**config.mk**
```make
export PLATFORM = sky130hd
export DESIGN_NAME = mem_stage
export DESIGN_NICKNAME = d
export VERILOG_FILES = /design/src/rtl/mem_stage.sv
export SDC_FILE = /design/constraint.sdc
export NUM_CORES = 1
export LEC_CHECK = 0
export CAP_MARGIN = 20
export CELL_PAD_IN_SITES_DETAIL_PLACEMENT = 0
export CELL_PAD_IN_SITES_GLOBAL_PLACEMENT = 1
export CORE_MARGIN = 5
export CORE_UTILIZATION = 25
export DETAILED_ROUTE_END_ITERATION = 16
export PLACE_DENSITY = 0.68
export SLEW_MARGIN = 20
export SYNTH_ARGS = -nofsm -noshare
export SYNTH_HDL_FRONTEND = slang
export SYNTH_SLANG_ARGS = --single-unit
```
**constraint.sdc**
```tcl
create_clock -name clk -period 5.45 [get_ports clk]
set_input_delay 0.545 -clock clk [delete_from_list [all_inputs] [get_ports clk]]
set_output_delay 0.545 -clock clk [all_outputs]
set_load 0.01 [all_outputs]
```
**src/rtl/mem_stage.sv**
```systemverilog
// mem_stage: memory-access stage sitting directly behind the ALU.
//
// Takes the ALU result plus write-back controls and, for loads and stores,
// runs one transaction on a simple req/ack data bus. Stores are lane-aligned
// and replicated across the word. Loaded bytes and halfwords are extracted from
// the returned word and then sign- or zero-extended. Every accepted operation
// leaves exactly one registered write-back record.
//
// Parameters
//   TIMEOUT   max BUS-state cycles to wait for in_dbus_ack before aborting
//   CNT_W     width of the timeout counter (must hold TIMEOUT)
//
// Ports
//   clk, rst                 clock, synchronous active-high reset
//   in_valid .. in_mem_re    operation from the ALU stage (held while out_stall)
//   out_stall                upstream must hold its current operation
//   out_dbus_*               registered bus request fields
//   in_dbus_ack/rdata/err    bus response (rdata/err qualified by ack)
//   out_wb_*                 registered write-back record, one pulse per op
//   out_misalign             pulse: misaligned access dropped without bus activity
//   out_bus_err              pulse: bus error or timeout
module mem_stage #(
    parameter int TIMEOUT = 255,
    parameter int CNT_W   = 8
) (
    input  logic        clk,
    input  logic        rst,

    input  logic        in_valid,
    input  logic [4:0]  in_rd_id,
    input  logic        in_rd_we,
    input  logic [31:0] in_data,
    input  logic [31:0] in_mem_addr,
    input  logic [3:0]  in_mem_we,
    input  logic [4:0]  in_mem_re,

    output logic        out_stall,

    output logic        out_dbus_req,
    output logic        out_dbus_we,
    output logic [31:0] out_dbus_addr,
    output logic [3:0]  out_dbus_be,
    output logic [31:0] out_dbus_wdata,
    input  logic        in_dbus_ack,
    input  logic [31:0] in_dbus_rdata,
    input  logic        in_dbus_err,

    output logic        out_wb_valid,
    output logic [4:0]  out_wb_rd_id,
    output logic        out_wb_rd_we,
    output logic [31:0] out_wb_data,
    output logic        out_misalign,
    output logic        out_bus_err
);

    typedef enum logic {
        S_IDLE = 1'b0,
        S_BUS  = 1'b1
    } state_t;

    // Counter value of the last BUS cycle we are willing to wait through.
    localparam logic [CNT_W-1:0] CNT_LAST = CNT_W'(TIMEOUT - 1);

    state_t            state_q, state_d;
    logic [CNT_W-1:0]  cnt_q, cnt_d;

    logic              req_q, req_d;
    logic              we_q, we_d;
    logic [31:0]       addr_q, addr_d;
    logic [3:0]        be_q, be_d;
    logic [31:0]       wdata_q, wdata_d;

    // Per-transaction context needed when the response comes back.
    logic [1:0]        off_q, off_d;
    logic [4:0]        re_q, re_d;
    logic [4:0]        rd_id_q, rd_id_d;
    logic              rd_we_q, rd_we_d;

    logic              wb_valid_q, wb_valid_d;
    logic [4:0]        wb_rd_id_q, wb_rd_id_d;
    logic              wb_rd_we_q, wb_rd_we_d;
    logic [31:0]       wb_data_q, wb_data_d;
    logic              misalign_q, misalign_d;
    logic              bus_err_q, bus_err_d;

    // Decode of the incoming operation.
    logic              is_store;
    logic              is_load;
    logic              is_mem;
    logic              is_word;
    logic              is_half;
    logic              misaligned;
    logic              start_bus;
    logic [3:0]        req_be;
    logic [31:0]       req_wdata;

    // Bus termination.
    logic              term_ack;
    logic              term_timeout;
    logic              terminate;
    logic              failed;

    // Load extraction.
    logic [7:0]        byte_v;
    logic [15:0]       half_v;
    logic [31:0]       load_val;

    // Classify the incoming op and work out its access size. A store code
    // takes priority over a load code when both are present.
    always_comb begin
        is_store = |in_mem_we;
        is_load  = !is_store && (|in_mem_re);
        is_mem   = is_store || is_load;

        if (is_store) begin
            is_word = in_mem_we[3];
            is_half = !in_mem_we[3] && in_mem_we[1];
        end else begin
            is_word = in_mem_re[2];
            is_half = !in_mem_re[2] && (in_mem_re[1] || in_mem_re[4]);
        end

        misaligned = is_mem &&
                     ((is_word && (in_mem_addr[1:0] != 2'b00)) ||
                      (is_half && in_mem_addr[0]));

        start_bus = in_valid && (state_q == S_IDLE) && is_mem && !misaligned;
    end

    // Byte enables and lane-replicated write data for the bus request.
    always_comb begin
        if (is_store) begin
            req_be = in_mem_we << in_mem_addr[1:0];
        end else if (is_word) begin
            req_be = 4'b1111;
        end else if (is_half) begin
            req_be = 4'b0011 << in_mem_addr[1:0];
        end else begin
            req_be = 4'b0001 << in_mem_addr[1:0];
        end

        if (!is_store) begin
            req_wdata = 32'h0;
        end else if (is_word) begin
            req_wdata = in_data;
        end else if (is_half) begin
            req_wdata = {2{in_data[15:0]}};
        end else begin
            req_wdata = {4{in_data[7:0]}};
        end
    end

    // A transaction ends on ack, or on the last allowed cycle without one.
    // An ack arriving in IDLE never reaches here because of the state qualifier.
    always_comb begin
        term_ack     = (state_q == S_BUS) && in_dbus_ack;
        term_timeout = (state_q == S_BUS) && !in_dbus_ack && (cnt_q == CNT_LAST);
        terminate    = term_ack || term_timeout;
        failed       = term_timeout || (term_ack && in_dbus_err);
    end

    // Pick the addressed lane out of the returned word and extend it.
    always_comb begin
        byte_v = in_dbus_rdata[{off_q, 3'b000} +: 8];
        half_v = in_dbus_rdata[{off_q[1], 4'b0000} +: 16];

        if (re_q[2]) begin
            load_val = in_dbus_rdata;
        end else if (re_q[1]) begin
            load_val = {{16{half_v[15]}}, half_v};
        end else if (re_q[4]) begin
            load_val = {16'h0, half_v};
        end else if (re_q[0]) begin
            load_val = {{24{byte_v[7]}}, byte_v};
        end else begin
            load_val = {24'h0, byte_v};
        end
    end

    // State register plus every registered output and transaction context.
    always_ff @(posedge clk) begin
        if (rst) begin
            state_q    <= S_IDLE;
            cnt_q      <= '0;
            req_q      <= 1'b0;
            we_q       <= 1'b0;
            addr_q     <= 32'h0;
            be_q       <= 4'h0;
            wdata_q    <= 32'h0;
            off_q      <= 2'b00;
            re_q       <= 5'h0;
            rd_id_q    <= 5'h0;
            rd_we_q    <= 1'b0;
            wb_valid_q <= 1'b0;
            wb_rd_id_q <= 5'h0;
            wb_rd_we_q <= 1'b0;
            wb_data_q  <= 32'h0;
            misalign_q <= 1'b0;
            bus_err_q  <= 1'b0;
        end else begin
            state_q    <= state_d;
            cnt_q      <= cnt_d;
            req_q      <= req_d;
            we_q       <= we_d;
            addr_q     <= addr_d;
            be_q       <= be_d;
            wdata_q    <= wdata_d;
            off_q      <= off_d;
            re_q       <= re_d;
            rd_id_q    <= rd_id_d;
            rd_we_q    <= rd_we_d;
            wb_valid_q <= wb_valid_d;
            wb_rd_id_q <= wb_rd_id_d;
            wb_rd_we_q <= wb_rd_we_d;
            wb_data_q  <= wb_data_d;
            misalign_q <= misalign_d;
            bus_err_q  <= bus_err_d;
        end
    end

    // Next state and timeout counter.
    always_comb begin
        state_d = state_q;
        cnt_d   = cnt_q;
        case (state_q)
            S_IDLE: begin
                if (start_bus) begin
                    state_d = S_BUS;
                    cnt_d   = '0;
                end
            end
            S_BUS: begin
                if (terminate) begin
                    state_d = S_IDLE;
                    cnt_d   = '0;
                end else begin
                    cnt_d = cnt_q + 1'b1;
                end
            end
            default: begin
                state_d = S_IDLE;
                cnt_d   = '0;
            end
        endcase
    end

    // Datapath: bus request capture and the write-back record. Bus fields
    // hold their value for the whole transaction; wb/status pulses default low.
    always_comb begin
        req_d      = req_q;
        we_d       = we_q;
        addr_d     = addr_q;
        be_d       = be_q;
        wdata_d    = wdata_q;
        off_d      = off_q;
        re_d       = re_q;
        rd_id_d    = rd_id_q;
        rd_we_d    = rd_we_q;
        wb_valid_d = 1'b0;
        wb_rd_id_d = wb_rd_id_q;
        wb_rd_we_d = wb_rd_we_q;
        wb_data_d  = wb_data_q;
        misalign_d = 1'b0;
        bus_err_d  = 1'b0;

        if (state_q == S_IDLE && in_valid) begin
            if (!is_mem) begin
                wb_valid_d = 1'b1;
                wb_rd_id_d = in_rd_id;
                wb_rd_we_d = in_rd_we;
                wb_data_d  = in_data;
            end else if (misaligned) begin
                wb_valid_d = 1'b1;
                wb_rd_id_d = in_rd_id;
                wb_rd_we_d = 1'b0;
                wb_data_d  = 32'h0;
                misalign_d = 1'b1;
            end else begin
                req_d   = 1'b1;
                we_d    = is_store;
                addr_d  = {in_mem_addr[31:2], 2'b00};
                be_d    = req_be;
                wdata_d = req_wdata;
                off_d   = in_mem_addr[1:0];
                re_d    = in_mem_re;
                rd_id_d = in_rd_id;
                // A store never writes the register file.
                rd_we_d = in_rd_we && !is_store;
            end
        end else if (terminate) begin
            req_d      = 1'b0;
            wb_valid_d = 1'b1;
            wb_rd_id_d = rd_id_q;
            if (failed) begin
                wb_rd_we_d = 1'b0;
                wb_data_d  = 32'h0;
                bus_err_d  = 1'b1;
            end else begin
                wb_rd_we_d = rd_we_q;
                wb_data_d  = we_q ? 32'h0 : load_val;
            end
        end
    end

    // Stall: in IDLE while an aligned memory op is being launched, and in
    // BUS on every cycle except the terminating one so upstream can advance.
    always_comb begin
        if (state_q == S_IDLE) begin
            out_stall = start_bus;
        end else begin
            out_stall = !terminate;
        end
    end

    assign out_dbus_req   = req_q;
    assign out_dbus_we    = we_q;
    assign out_dbus_addr  = addr_q;
    assign out_dbus_be    = be_q;
    assign out_dbus_wdata = wdata_q;
    assign out_wb_valid   = wb_valid_q;
    assign out_wb_rd_id   = wb_rd_id_q;
    assign out_wb_rd_we   = wb_rd_we_q;
    assign out_wb_data    = wb_data_q;
    assign out_misalign   = misalign_q;
    assign out_bus_err    = bus_err_q;

endmodule

```
==> results.md, run 1 <==
* # rows at 57
* CP max stage delay at 0.77 ns
* Die area at 28200 µm²
* Top FF cell, synth: dfxtp_1
* Critical path, cell by cell: clkdlybuf4s50_1 > or4_4 > or3_1 > a31oi_1 > nor2_1 > clkdlybuf4s50_1
* Fin Setup TNS at 0 ns
* Vias at 6241
* PD cells at 311 nW/µm²
* Die width at 168 µm
* Arr. time, crit path at 3.26 ns
* Routed Antenna Nets at 0
* Post-synthesis register bit count at 130
* Critical path depth at 6
* H-tree depth at 4
* Slew HR at 0.395
* PortBufs at 225
* Fmax at 263 MHz
* Hold WS at 0.452 ns
* Hold Fails Final Rpt at 0
* Top Ports at 228
* Initial Util at 0.255
* Max-slew violations at 0
* Worst Hold Class: flop to flop
* CORE AREA at 24500 µm²
* RSZ-0062 raised after global routing: no
* Final Wtd Congestion at 0.875
* Clock Latency Late Sink at 0.42 ns
* Multi-input logic area at 3270 µm²
* Crit path max-delay cell type: or4_4
* DPL Wire Length at 17800 µm
* Initial drt markers at 456
* Period utilization at 0.698
* Vert. Die Dim at 168 µm
* Status: finished clean
* Cts hold-fix bufs at 0
* Max cap viols at 0
* Synth Instances at 773
* Nets at 1075
* Worst VDD drop at 0.146 mV
* WS Path Type: input pin to output port
* Max clock buf depth at 2
* Cell variety after synth at 56
* CTS tree: yes
* Crit path top cell by count: clkdlybuf4s50_1
* Clk pin slew, worst setup/hold paths at 0.06 ns
* Leakage power at 3.13 nW
* Hold path depth at 2
* DRT Pass-1 Iters at 5
* Area grow syn2layout at 48.8%
* Critical Path Start Type: input pin
* Layout cell share with drive strength beyond 1 at 0.0732
* Post-route DRC at 0
* Crit-path leading delay family: simple AND/OR/NAND/NOR gates
* CP required at 4.91 ns
* Post_cts resized at 0
* Tightest Pin Transition at 0.903 ns
* CP Buf/Inv Count at 2
* First-pass GRT wire length at 37100 µm
* Storage element area at 2600 µm²
* Path depth of the worst reg2reg path at 6
* Vias in the first global route at 6102
* Routed WL per cell at 18.9 µm
* Clock Skew at 0.00790 ns
* CTS buffer count at 17
* Mapped Area at 6240 µm²
* Root Buffer: clkbuf_16
* Final core utilization at 0.380
* Register area share after synthesis at 0.417
* Initial antenna violation count at 2
* Final Critical Period at 3.80 ns
* Final setup fails at 0
* Syn_area_per_cell at 8.08 µm²
* Async set-reset flop share out of synthesis at 0
* GRT Util Overall at 0.168
* Pwr Total at 0.00289 W
* Post-CTS Setup Bufs at 0
* Largest net degree at the start of global routing at 68
* Grt total ovfl at 0
* Final wirelength at 24500 µm
* Element type at the critical path end: output port
* Fill cells at 2567
* Synthesis Warnings at 0
* Post-synth EDFFs at 0
* Crit Path Max Fanout at 22
* Clock sinks at 130
* Via-per-instance ratio at 4.82
logic make-up (layout without fill, tap and decap cells):
family,after synthesis,count (layout),share of synthesized area
AOI/OAI and AO/OA,220,220,0.235
and+or+nand+nor,305,305,0.220
muxes,34,34,0.0619
DFF,130,130,0.417
adders and majority gates,2,2,0.00401
other,1,4,0.000601
buffers and inverters,81,277,0.0611
worst register-to-register path, cell delays in order, from the launching register on:
cell      delay [ns]
dfxtp_1         0.31
buf_4           0.34
mux4_2          0.28
nand3_1         0.30
a221oi_2        0.87
o21ai_0         0.33
a311oi_1        0.31
state kept, by name (all words and copies together) (netlist names), 2 cells and up:
signal	cells
out_dbus_wdata	32
out_wb_data	32
out_dbus_addr	30
cnt_q	8
out_wb_rd_id	5
rd_id_q	5
out_dbus_be	4
re_q	4
off_q	2
synth_stat cells (all sizes together) (9+ instances only):
library cell / n / share of area
mux2i: 15 / 0.024
nand2: 151 / 0.091
a211oi: 11 / 0.013
o21ai: 37 / 0.030
o211ai: 9 / 0.011
a22oi: 9 / 0.011
o2bb2ai: 16 / 0.022
nand3: 23 / 0.018
inv: 9 / 0.0054
mux2: 17 / 0.031
nor2: 45 / 0.028
a311oi: 30 / 0.042
nor3: 48 / 0.038
buf: 34 / 0.033
nand2b: 13 / 0.013
clkbuf: 38 / 0.023
a21oi: 76 / 0.061
dfxtp: 130 / 0.42
final timing paths:
| path | startpoint | to | slack, ns |
|---|---|---|---|
| min reg2reg | out_dbus_addr[3]$_SDFFE_PP0P_ | out_dbus_addr[3]$_SDFFE_PP0P_ | 0.45 |
| min | out_dbus_addr[3]$_SDFFE_PP0P_ | out_dbus_addr[3]$_SDFFE_PP0P_ | 0.45 |
| max | in_mem_we[3] | out_stall | 1.65 |
| max reg2reg | off_q[1]$_SDFFE_PP0P_ | out_wb_data[26]$_SDFFE_PP0P_ | 2.64 |
per-layer routing:
metal / track usage / up-vias / share of wire
met3: 0.0488 / 27 / 0.069
met2: 0.264 / 186 / 0.46
met1: 0.225 / 2871 / 0.45
met5: 0 / - / 0
li1: - / 3157 / -
met4: 0.0505 / 0 / 0.022
cells in the final DEF, fill, tap and decap left out, types with 4 or more instances in the layout:
| cell | n |
|---|---|
| a211oi_1 | 11 |
| a21oi_1 | 76 |
| a22o_1 | 7 |
| a22oi_1 | 9 |
| a311oi_1 | 30 |
| a31oi_1 | 7 |
| buf_4 | 12 |
| bufinv_16 | 4 |
| clkbuf_16 | 17 |
| clkdlybuf4s50_1 | 224 |
| dfxtp_1 | 130 |
| inv_1 | 9 |
| mux2_2 | 17 |
| mux2i_1 | 15 |
| nand2_1 | 151 |
| nand2b_1 | 13 |
| nand3_1 | 23 |
| nor2_1 | 44 |
| nor2b_1 | 4 |
| nor3_1 | 48 |
| o211ai_1 | 9 |
| o21ai_0 | 27 |
| o21ai_1 | 10 |
| o2bb2ai_1 | 16 |
| or3_1 | 5 |
where the power goes:
group          leakage (nW)  internal [W]  switching [W]  total (W)
Combinational          1.76      0.000291       0.000291   0.000583
Clock                 0.307      0.000792       0.000446    0.00124
Sequential             1.06       0.00102      0.0000426    0.00106
area by class of cell:
| type | count | share of cell area |
|---|---|---|
| multi-input combinational | 563 | 0.352 |
| inverter | 9 | 0.00364 |
| antenna | 2 | 0.000539 |
| timing repair buffer | 236 | 0.251 |
| clock inverter | 12 | 0.0194 |
| clock buffer | 20 | 0.0492 |
| sequential | 130 | 0.280 |
| tap | 324 | 0.0436 |
per-stage QoR:
stage	setup slack [ns]	cell area (µm²)	std cells
after floorplan	3.00	6250	774
after global placement	1.66	8650	1262
after detailed placement	1.63	8650	1262
after CTS	1.65	9280	1294
after global routing	1.54	9290	1296
final	1.65	9290	1296
Note: power is estimated with default switching activity, not from simulation.
==> run 2: changes to the inputs <==
--- a/config.mk
+++ b/config.mk
@@ -11,7 +11,7 @@
 export CORE_MARGIN = 5
 export CORE_UTILIZATION = 25
 export DETAILED_ROUTE_END_ITERATION = 16
-export PLACE_DENSITY = 0.68
+export PLACE_DENSITY = 0.71
 export SLEW_MARGIN = 20
 export SYNTH_ARGS = -nofsm -noshare
 export SYNTH_HDL_FRONTEND = slang
==> constraint.sdc (replaced) <==
create_clock -name clk -period 3.15 [get_ports clk]
set_input_delay 0.315 -clock clk [delete_from_list [all_inputs] [get_ports clk]]
set_output_delay 0.315 -clock clk [all_outputs]
set_load 0.01 [all_outputs]
==> run 2 against run 1 <==
Net effect: combinational power is 80% higher; sequential share of layout area is 0.39 points lower; worst hold slack worse by 0.12 ns; clock skew hardly changed; critical endpoint unchanged.
==> results.md, run 2 (synthesized netlist as in run 1, its figures left out) <==
* Post_cts resized at 0
* Nets at 1098
* Slew HR at 0.452
* Post-route DRC at 0
* Worst Hold Class: input pin to flop
* Clk pin slew, worst setup/hold paths at 0.06 ns
* Leakage power at 3.23 nW
* GRT Util Overall at 0.171
* Routed Antenna Nets at 0
* Vias at 6456
* Status: finished clean
* # rows at 57
* Layout cell share with drive strength beyond 1 at 0.0926
* Final Wtd Congestion at 0.844
* Max-slew violations at 0
* Crit Path Max Fanout at 4
* Crit path max-delay cell type: or4_1
* Clock Latency Late Sink at 0.41 ns
* RSZ-0062 raised after global routing: no
* Top layer in use: met5
* Area grow syn2layout at 50.9%
* Largest net degree at the start of global routing at 50
* Initial antenna violation count at 2
* Initial Util at 0.255
* Critical path depth at 6
* Routed wl met2 at 11500 µm
* Final Critical Period at 2.91 ns
* Via-per-instance ratio at 4.90
* Hold WS at 0.330 ns
* Vias in the first global route at 6441
* Tightest Pin Transition at 0.821 ns
* Logic pwr share at 0.217
* PD cells at 513 nW/µm²
* CTS tree: yes
* Crit-path leading delay family: simple AND/OR/NAND/NOR gates
* Worst VDD drop at 0.281 mV
* Crit path top cell by count: clkdlybuf4s50_1
* Final core utilization at 0.385
* Multi-input logic area at 3270 µm²
* Final setup fails at 0
* WS Path Type: input pin to output port
* Fmax at 343 MHz
* H-tree depth at 4
* DPL Wire Length at 18300 µm
* Period utilization at 0.924
* Root Buffer: clkbuf_16
* Sequential share of power at 0.381
* Cell-internal power at 0.00350 W
* Hold Fails Final Rpt at 0
* Cts hold-fix bufs at 0
* PortBufs at 225
* Clock sinks at 130
* Post-CTS Setup Bufs at 0
* Path depth of the worst reg2reg path at 6
* Max clock buf depth at 2
* WL met1 at 11200 µm
* Clock share of power at 0.402
* Top Ports at 228
* Die area at 28200 µm²
* Element type at the critical path end: output port
* Fill cells at 2506
* Max cap viols at 0
* Final wirelength at 24900 µm
* Hold path depth at 2
* Die width at 168 µm
* Routed WL per cell at 18.9 µm
* DRT Pass-1 Iters at 6
* Placed cell area at 8840 µm²
* Net Sw Power at 0.00133 W
* Fin area at 9420 µm²
* Initial drt markers at 408
* Vert. Die Dim at 168 µm
* Storage element area at 2600 µm²
* CP max stage delay at 0.63 ns
* CORE AREA at 24500 µm²
* CTS buffer count at 17
* CP required at 2.83 ns
* Commonest non-fill, non-tap cell in the layout: clkdlybuf4s50_1
* First-pass GRT wire length at 38100 µm
* Arr. time, crit path at 2.60 ns
* Critical path, cell by cell: clkdlybuf4s50_1 > or4_1 > or3_1 > a31oi_1 > nor2_1 > clkdlybuf4s50_1
* Grt total ovfl at 0
* Clock Skew at 0.00743 ns
* Pwr Total at 0.00484 W
* Sw frac at 0.276
* Fin Setup TNS at 0 ns
* Met3 Routed Length at 1540 µm
* Critical Path Start Type: input pin
* CP Buf/Inv Count at 2
* Most frequent cells in the layout: 224 x clkdlybuf4s50_1, 151 x nand2_1, 130 x dfxtp_1
## run 2: power groups by stage
stage               Sequential (W)  Combinational (W)  Clock [W]
floorplan                  0.00191           0.000451          0
global placement           0.00188            0.00105          0
detailed placement         0.00188            0.00105          0
CTS                        0.00184            0.00106    0.00201
global route               0.00186            0.00114    0.00208
finish                     0.00184            0.00105    0.00194
## run 2: area by class of cell
class / instances / share of cell area
sequential: 130 / 0.276
clock buffer: 22 / 0.0493
timing repair buffer: 259 / 0.269
clock inverter: 10 / 0.0116
multi-input combinational: 563 / 0.347
antenna: 1 / 0.000266
tap: 324 / 0.0430
inverter: 9 / 0.00359
## run 2: final timing paths
kind | slack (ns) | from | endpoint
worst min-delay path | 0.33 | rst | out_dbus_req$_SDFFE_PP0P_
worst max register to register | 1.07 | off_q[0]$_SDFFE_PP0P_ | out_wb_data[18]$_SDFFE_PP0P_
worst min register to register | 0.45 | out_dbus_addr[2]$_SDFFE_PP0P_ | out_dbus_addr[2]$_SDFFE_PP0P_
worst max-delay path | 0.24 | in_mem_re[1] | out_stall
## run 2: routing by layer
| layer | vias up | track usage |
|---|---|---|
| li1 | 3193 | - |
| met1 | 3037 | 0.222 |
| met2 | 191 | 0.272 |
| met3 | 33 | 0.0506 |
| met4 | 2 | 0.0579 |
| met5 | - | 0 |
## run 2: metrics by stage
step                      setup WS [ns]  std cells
final                             0.238       1318
after global routing              0.123       1318
after CTS                         0.220       1317
after detailed placement          0.202       1285
after global placement            0.254       1285
after floorplan                   0.991        774
==> run 3: changes to the inputs <==
--- a/config.mk
+++ b/config.mk
@@ -12,6 +12,7 @@
 export CORE_UTILIZATION = 25
 export DETAILED_ROUTE_END_ITERATION = 16
 export PLACE_DENSITY = 0.71
+export REMOVE_ABC_BUFFERS = 1
 export SLEW_MARGIN = 20
 export SYNTH_ARGS = -nofsm -noshare
 export SYNTH_HDL_FRONTEND = slang
==> run 3 against run 2 <==
Net effect: critical path depth increased by 1; register-to-register slack got worse by 0.07 ns; worst hold slack got worse by 0.038 ns; fmax increased by 1.3%; count of clock-buffer cells in the layout decreased by 3; sequential power about the same; die area unchanged; first-iteration DRC count increased by 6.4%; total power increased by 2.7%; clock power increased by 7%; final cell count decreased by 0.61%.
==> results.md, run 3 (synthesized netlist as in run 1, its figures left out) <==
* R2R Path End: out_wb_data[18]$_SDFFE_PP0P_
* Hold Fails Final Rpt at 0
* DPL Wire Length at 17200 µm
* Layout cell share with drive strength beyond 1 at 0.0923
* Crit Path Max Fanout at 9
* PortBufs at 225
* Clk pin slew, worst setup/hold paths at 0.06 ns
* Final Critical Period at 2.87 ns
* Hold path depth at 2
* PD cells at 526 nW/µm²
* # rows at 57
* Clock sinks at 130
* Routed WL per cell at 19.0 µm
* Via-per-instance ratio at 4.94
* Initial antenna violation count at 1
* WS Path Type: input pin to output port
* Commonest non-fill, non-tap cell in the layout: clkdlybuf4s50_1
* DRT Pass-1 Iters at 4
* Hold WS at 0.291 ns
* Worst VDD drop at 0.265 mV
* Grt total ovfl at 0
* Final setup fails at 0
* Max-slew violations at 0
* Vias at 6465
* Arr. time, crit path at 2.56 ns
* Most frequent cells in the layout: 224 x clkdlybuf4s50_1, 151 x nand2_1, 130 x dfxtp_1
* Critical Path Start Type: input pin
* Post-CTS Setup Bufs at 0
* Clock Skew at 0.0111 ns
* Initial Util at 0.255
* Vert. Die Dim at 168 µm
* Period utilization at 0.912
* Area grow syn2layout at 51.1%
* H-tree depth at 4
* First-pass GRT wire length at 38500 µm
* Post-route DRC at 0
* Worst reg2reg setup slack at 1.00 ns
* Worst Hold Endpoint: out_dbus_req$_SDFFE_PP0P_
* Fin Setup TNS at 0 ns
* Final Wtd Congestion at 0.794
* Cts hold-fix bufs at 0
* Path depth of the worst reg2reg path at 6
* CTS tree: yes
* Placed instance count at 1279
* Ant. Diodes at 0
* Post_cts resized at 0
* Top Ports at 228
* Final wirelength at 25000 µm
* Max clock buf depth at 2
* Status: finished clean
* Die area at 28200 µm²
* Worst Hold Class: input pin to flop
* Initial drt markers at 434
* RSZ-0062 raised after global routing: no
* Largest net degree at the start of global routing at 71
* Routed Antenna Nets at 0
* CP required at 2.83 ns
* CTS buffer count at 17
* Element type at the critical path end: output port
* Clock Latency Late Sink at 0.42 ns
* Nets at 1092
* Die width at 168 µm
* GRT Util Overall at 0.173
* Vias in the first global route at 6457
* Worst reg2reg startpoint: cnt_q[4]$_SDFFE_PP0P_
* Fmax at 348 MHz
* Hold wc startpoint: rst
* Slew HR at 0.448
* CORE AREA at 24500 µm²
* Root Buffer: clkbuf_16
* Layout Cells excl Fill at 1310
* Max cap viols at 0
* Leakage power at 3.21 nW
* Tightest Pin Transition at 0.822 ns
[run 3: changes by cell type in the layout (fill, tap and decap cells not counted), moves of 2 or more]
cell | previous run | this run
clkinv_4 | 1 | 3
clkinv_2 | 5 | 2
buf_4 | 33 | 26
clkbuf_1 | 3 | 0
[run 3: cell type report]
class / instances / area [µm²]
Timing Repair Buffer: 253 / 2500
Sequential cell: 130 / 2600
Inverter: 9 / 33.8
Multi-Input combinational cell: 563 / 3280
Clock buffer: 19 / 453
Clock inverter: 12 / 158
Tap cell: 324 / 405
Fill cell: 2535 / 15000
[run 3: per-layer routing]
| layer | wire length [µm] | global-route usage | up-vias |
|---|---|---|---|
| met3 | 2130 | 0.0701 | 25 |
| met5 | 13 | 0 | - |
| met4 | 341 | 0.0430 | 2 |
| met2 | 11300 | 0.268 | 204 |
| li1 | - | - | 3174 |
| met1 | 11200 | 0.227 | 3060 |
[run 3: worst max-delay path by stage]
| stage | end | slack, ns | startpoint |
|---|---|---|---|
| after global placement | out_stall | 0.31 | in_mem_we[0] |
| after detailed placement | out_dbus_wdata[29]$_SDFFE_PP0P_ | 0.26 | in_mem_we[0] |
| after floorplan | out_wb_data[10]$_SDFFE_PP0P_ | -0.75 | in_mem_we[3] |
| after global routing | out_stall | 0.08 | in_mem_we[0] |
| after CTS | out_stall | 0.29 | in_mem_we[0] |
| final | out_stall | 0.28 | in_mem_we[0] |
[run 3: worst max-delay path, cell delays in order]
cell and delay (ns):
clkdlybuf4s50_1 0.56, or4b_1 0.59, nand2_1 0.13, nand3_1 0.16, a31oi_1 0.25, nor2_1 0.07, clkdlybuf4s50_1 0.49
[run 3: power by group]
group	leakage (nW)	switching, W	total [W]	internal [W]
clock network	0.291	0.000789	0.00207	0.00129
logic	1.86	0.000523	0.00105	0.000529
registers	1.06	0.0000693	0.00184	0.00177
[run 3: per-stage QoR]
step           area (µm²)  power, W  setup WS [ns]  utilization
5_1_grt              9430   0.00520         0.0813        0.386
3_5_place_dp         8820   0.00293          0.263        0.361
2_1_floorplan        5900   0.00230         -0.745            -
6_report             9430   0.00496          0.276        0.386
4_1_cts              9430   0.00504          0.286        0.386
3_3_place_gp         8820   0.00293          0.310        0.361
==> RTL edit: new RTL, flow settings as in run 2 <==
The output `out_bus_err` loses its register stage (`bus_err_q` becomes a continuous assignment).
--- a/src/rtl/mem_stage.sv
+++ b/src/rtl/mem_stage.sv
@@ -196,7 +196,6 @@
             wb_rd_we_q <= 1'b0;
             wb_data_q  <= 32'h0;
             misalign_q <= 1'b0;
-            bus_err_q  <= 1'b0;
         end else begin
             state_q    <= state_d;
             cnt_q      <= cnt_d;
@@ -214,9 +213,10 @@
             wb_rd_we_q <= wb_rd_we_d;
             wb_data_q  <= wb_data_d;
             misalign_q <= misalign_d;
-            bus_err_q  <= bus_err_d;
-        end
-    end
+        end
+    end
+
+    assign bus_err_q = bus_err_d;
 
     // Next state and timeout counter.
     always_comb begin
Function: changed (a bounded check fails within 4 cycles, from zero or initial values and one cycle with rst high).
==> RTL edit against run 2 <==
- cell count decreased by 1.4%
- first-iteration DRC count increased by 23%
- count of clock-buffer cells in the layout did not move
- synthesized cell count shrank 3.1%
- non-clock buffer count down 2
- critical path depth is 1 higher
- fmax fell by 2.9%
- wire length grew 4.9%
- power up 0.56%
- worst setup slack lost 0.088 ns
- combinational power is 7% higher
- design area up 1.9%
- sequential cell count shrank 1
- area after synthesis grew 2.1%
- critical path type unchanged
- critical endpoint unchanged
==> RTL edit: results (changes against run 2) <==
| Metric | Value |
|---|---|
| All-Layer GR Usage | 17.42% (+0.33 points) |
| FF-to-FF setup slack | 0.84 ns (-0.23 ns) |
| Arr. time, crit path | 2.68 ns (+0.08 ns) |
| GR Util met1 | 24.06% (+1.9 points) |
| Compound-Gate Fraction of Synth Area | 27.64% (+4.1 points) |
| Drt first pass iters | 5 (-1) |
| Dpl cell area | 9036 sq um (+2.2%) |
| CP max stage delay | 0.59 ns (-0.04 ns) |
| Fillers | 2611 (+4.2%) |
| Post-DP HPWL | 18.89 mm (+3.1%) |
| Final std cells w/o fill | 1300 (-1.4%) |
| CP startpoint | in_mem_we[1] |
| Core Util, Final | 38.24% (-0.27 points) |
| Met1 WL | 11.92 mm (+6.1%) |
| Mux cell area share after synthesis | 3.357% (-2.8 points) |
| Adder-cell share of the synthesized area | 0.3926% (-0.0083 points) |
| Initial antenna violation count | 0 (-2) |
| Slew margin rel. | 37.72% (-7.5 points) |
| Avg Cell Area, Syn | 8.509 sq um (+5.4%) |
| GPL Wtd Cong | 0.8191 (-3.0%) |
| Status | complete, no violations |
| Worst reg2reg path startpoint | cnt_q[0]$_SDFFE_PP0P_ |
| Maximum vdd drop | 0.3080 mV (+9.6%) |
| Largest net degree at the start of global routing | 74 (+48%) |
| Vias in the first global route | 6225 (-3.4%) |
-- RTL edit: cell type report --
cell class	instances	area (sq um)	share of cell area (%)
Clock buffer	22	474.2	4.939
Clock inverter	10	85.08	0.8861
Inverter	7	26.28	0.2737
Multi-Input combinational cell	545	3468	36.12
Sequential cell	129	2582	26.90
Tap cell	330	412.9	4.300
Timing Repair Buffer	257	2552	26.58
-- RTL edit: worst max-delay path: cells and delay by family --
family                 cells  cell delay, ns
AO/OA/AOI/OAI              3            0.72
AND/OR/NAND/NOR            1            0.59
buffers and inverters      3            1.05
-- RTL edit: power by group --
part | switching, mW | internal (mW) | leakage (nW)
sequential | 0.0794 | 1.76 | 1.06
combinational | 0.568 | 0.549 | 1.86
clock | 0.769 | 1.14 | 0.268
total | 1.42 | 3.45 | 3.18
-- RTL edit: worst min-delay path by stage --
stage / start / endpoint / slack [ns] / depth (start not counted)
floorplan: rd_we_q$_SDFFE_PP0P_ / rd_we_q$_SDFFE_PP0P_ / 0.43 / 2
global placement: out_dbus_wdata[1]$_SDFFE_PP0P_ / out_dbus_wdata[1]$_SDFFE_PP0P_ / 0.44 / 2
detailed placement: rd_we_q$_SDFFE_PP0P_ / rd_we_q$_SDFFE_PP0P_ / 0.44 / 2
CTS: in_mem_addr[15] / out_dbus_addr[15]$_SDFFE_PP0P_ / 0.42 / 3
global route: in_mem_addr[16] / out_dbus_addr[16]$_SDFFE_PP0P_ / 0.44 / 3
finish: in_mem_addr[31] / out_dbus_addr[31]$_SDFFE_PP0P_ / 0.44 / 3
-- RTL edit: repair_timing --
item | CTS | global route
resized for setup | 0 | 1
endpoints found under the setup margin | 0 | 1
hold endpoints to repair | 0 | 0
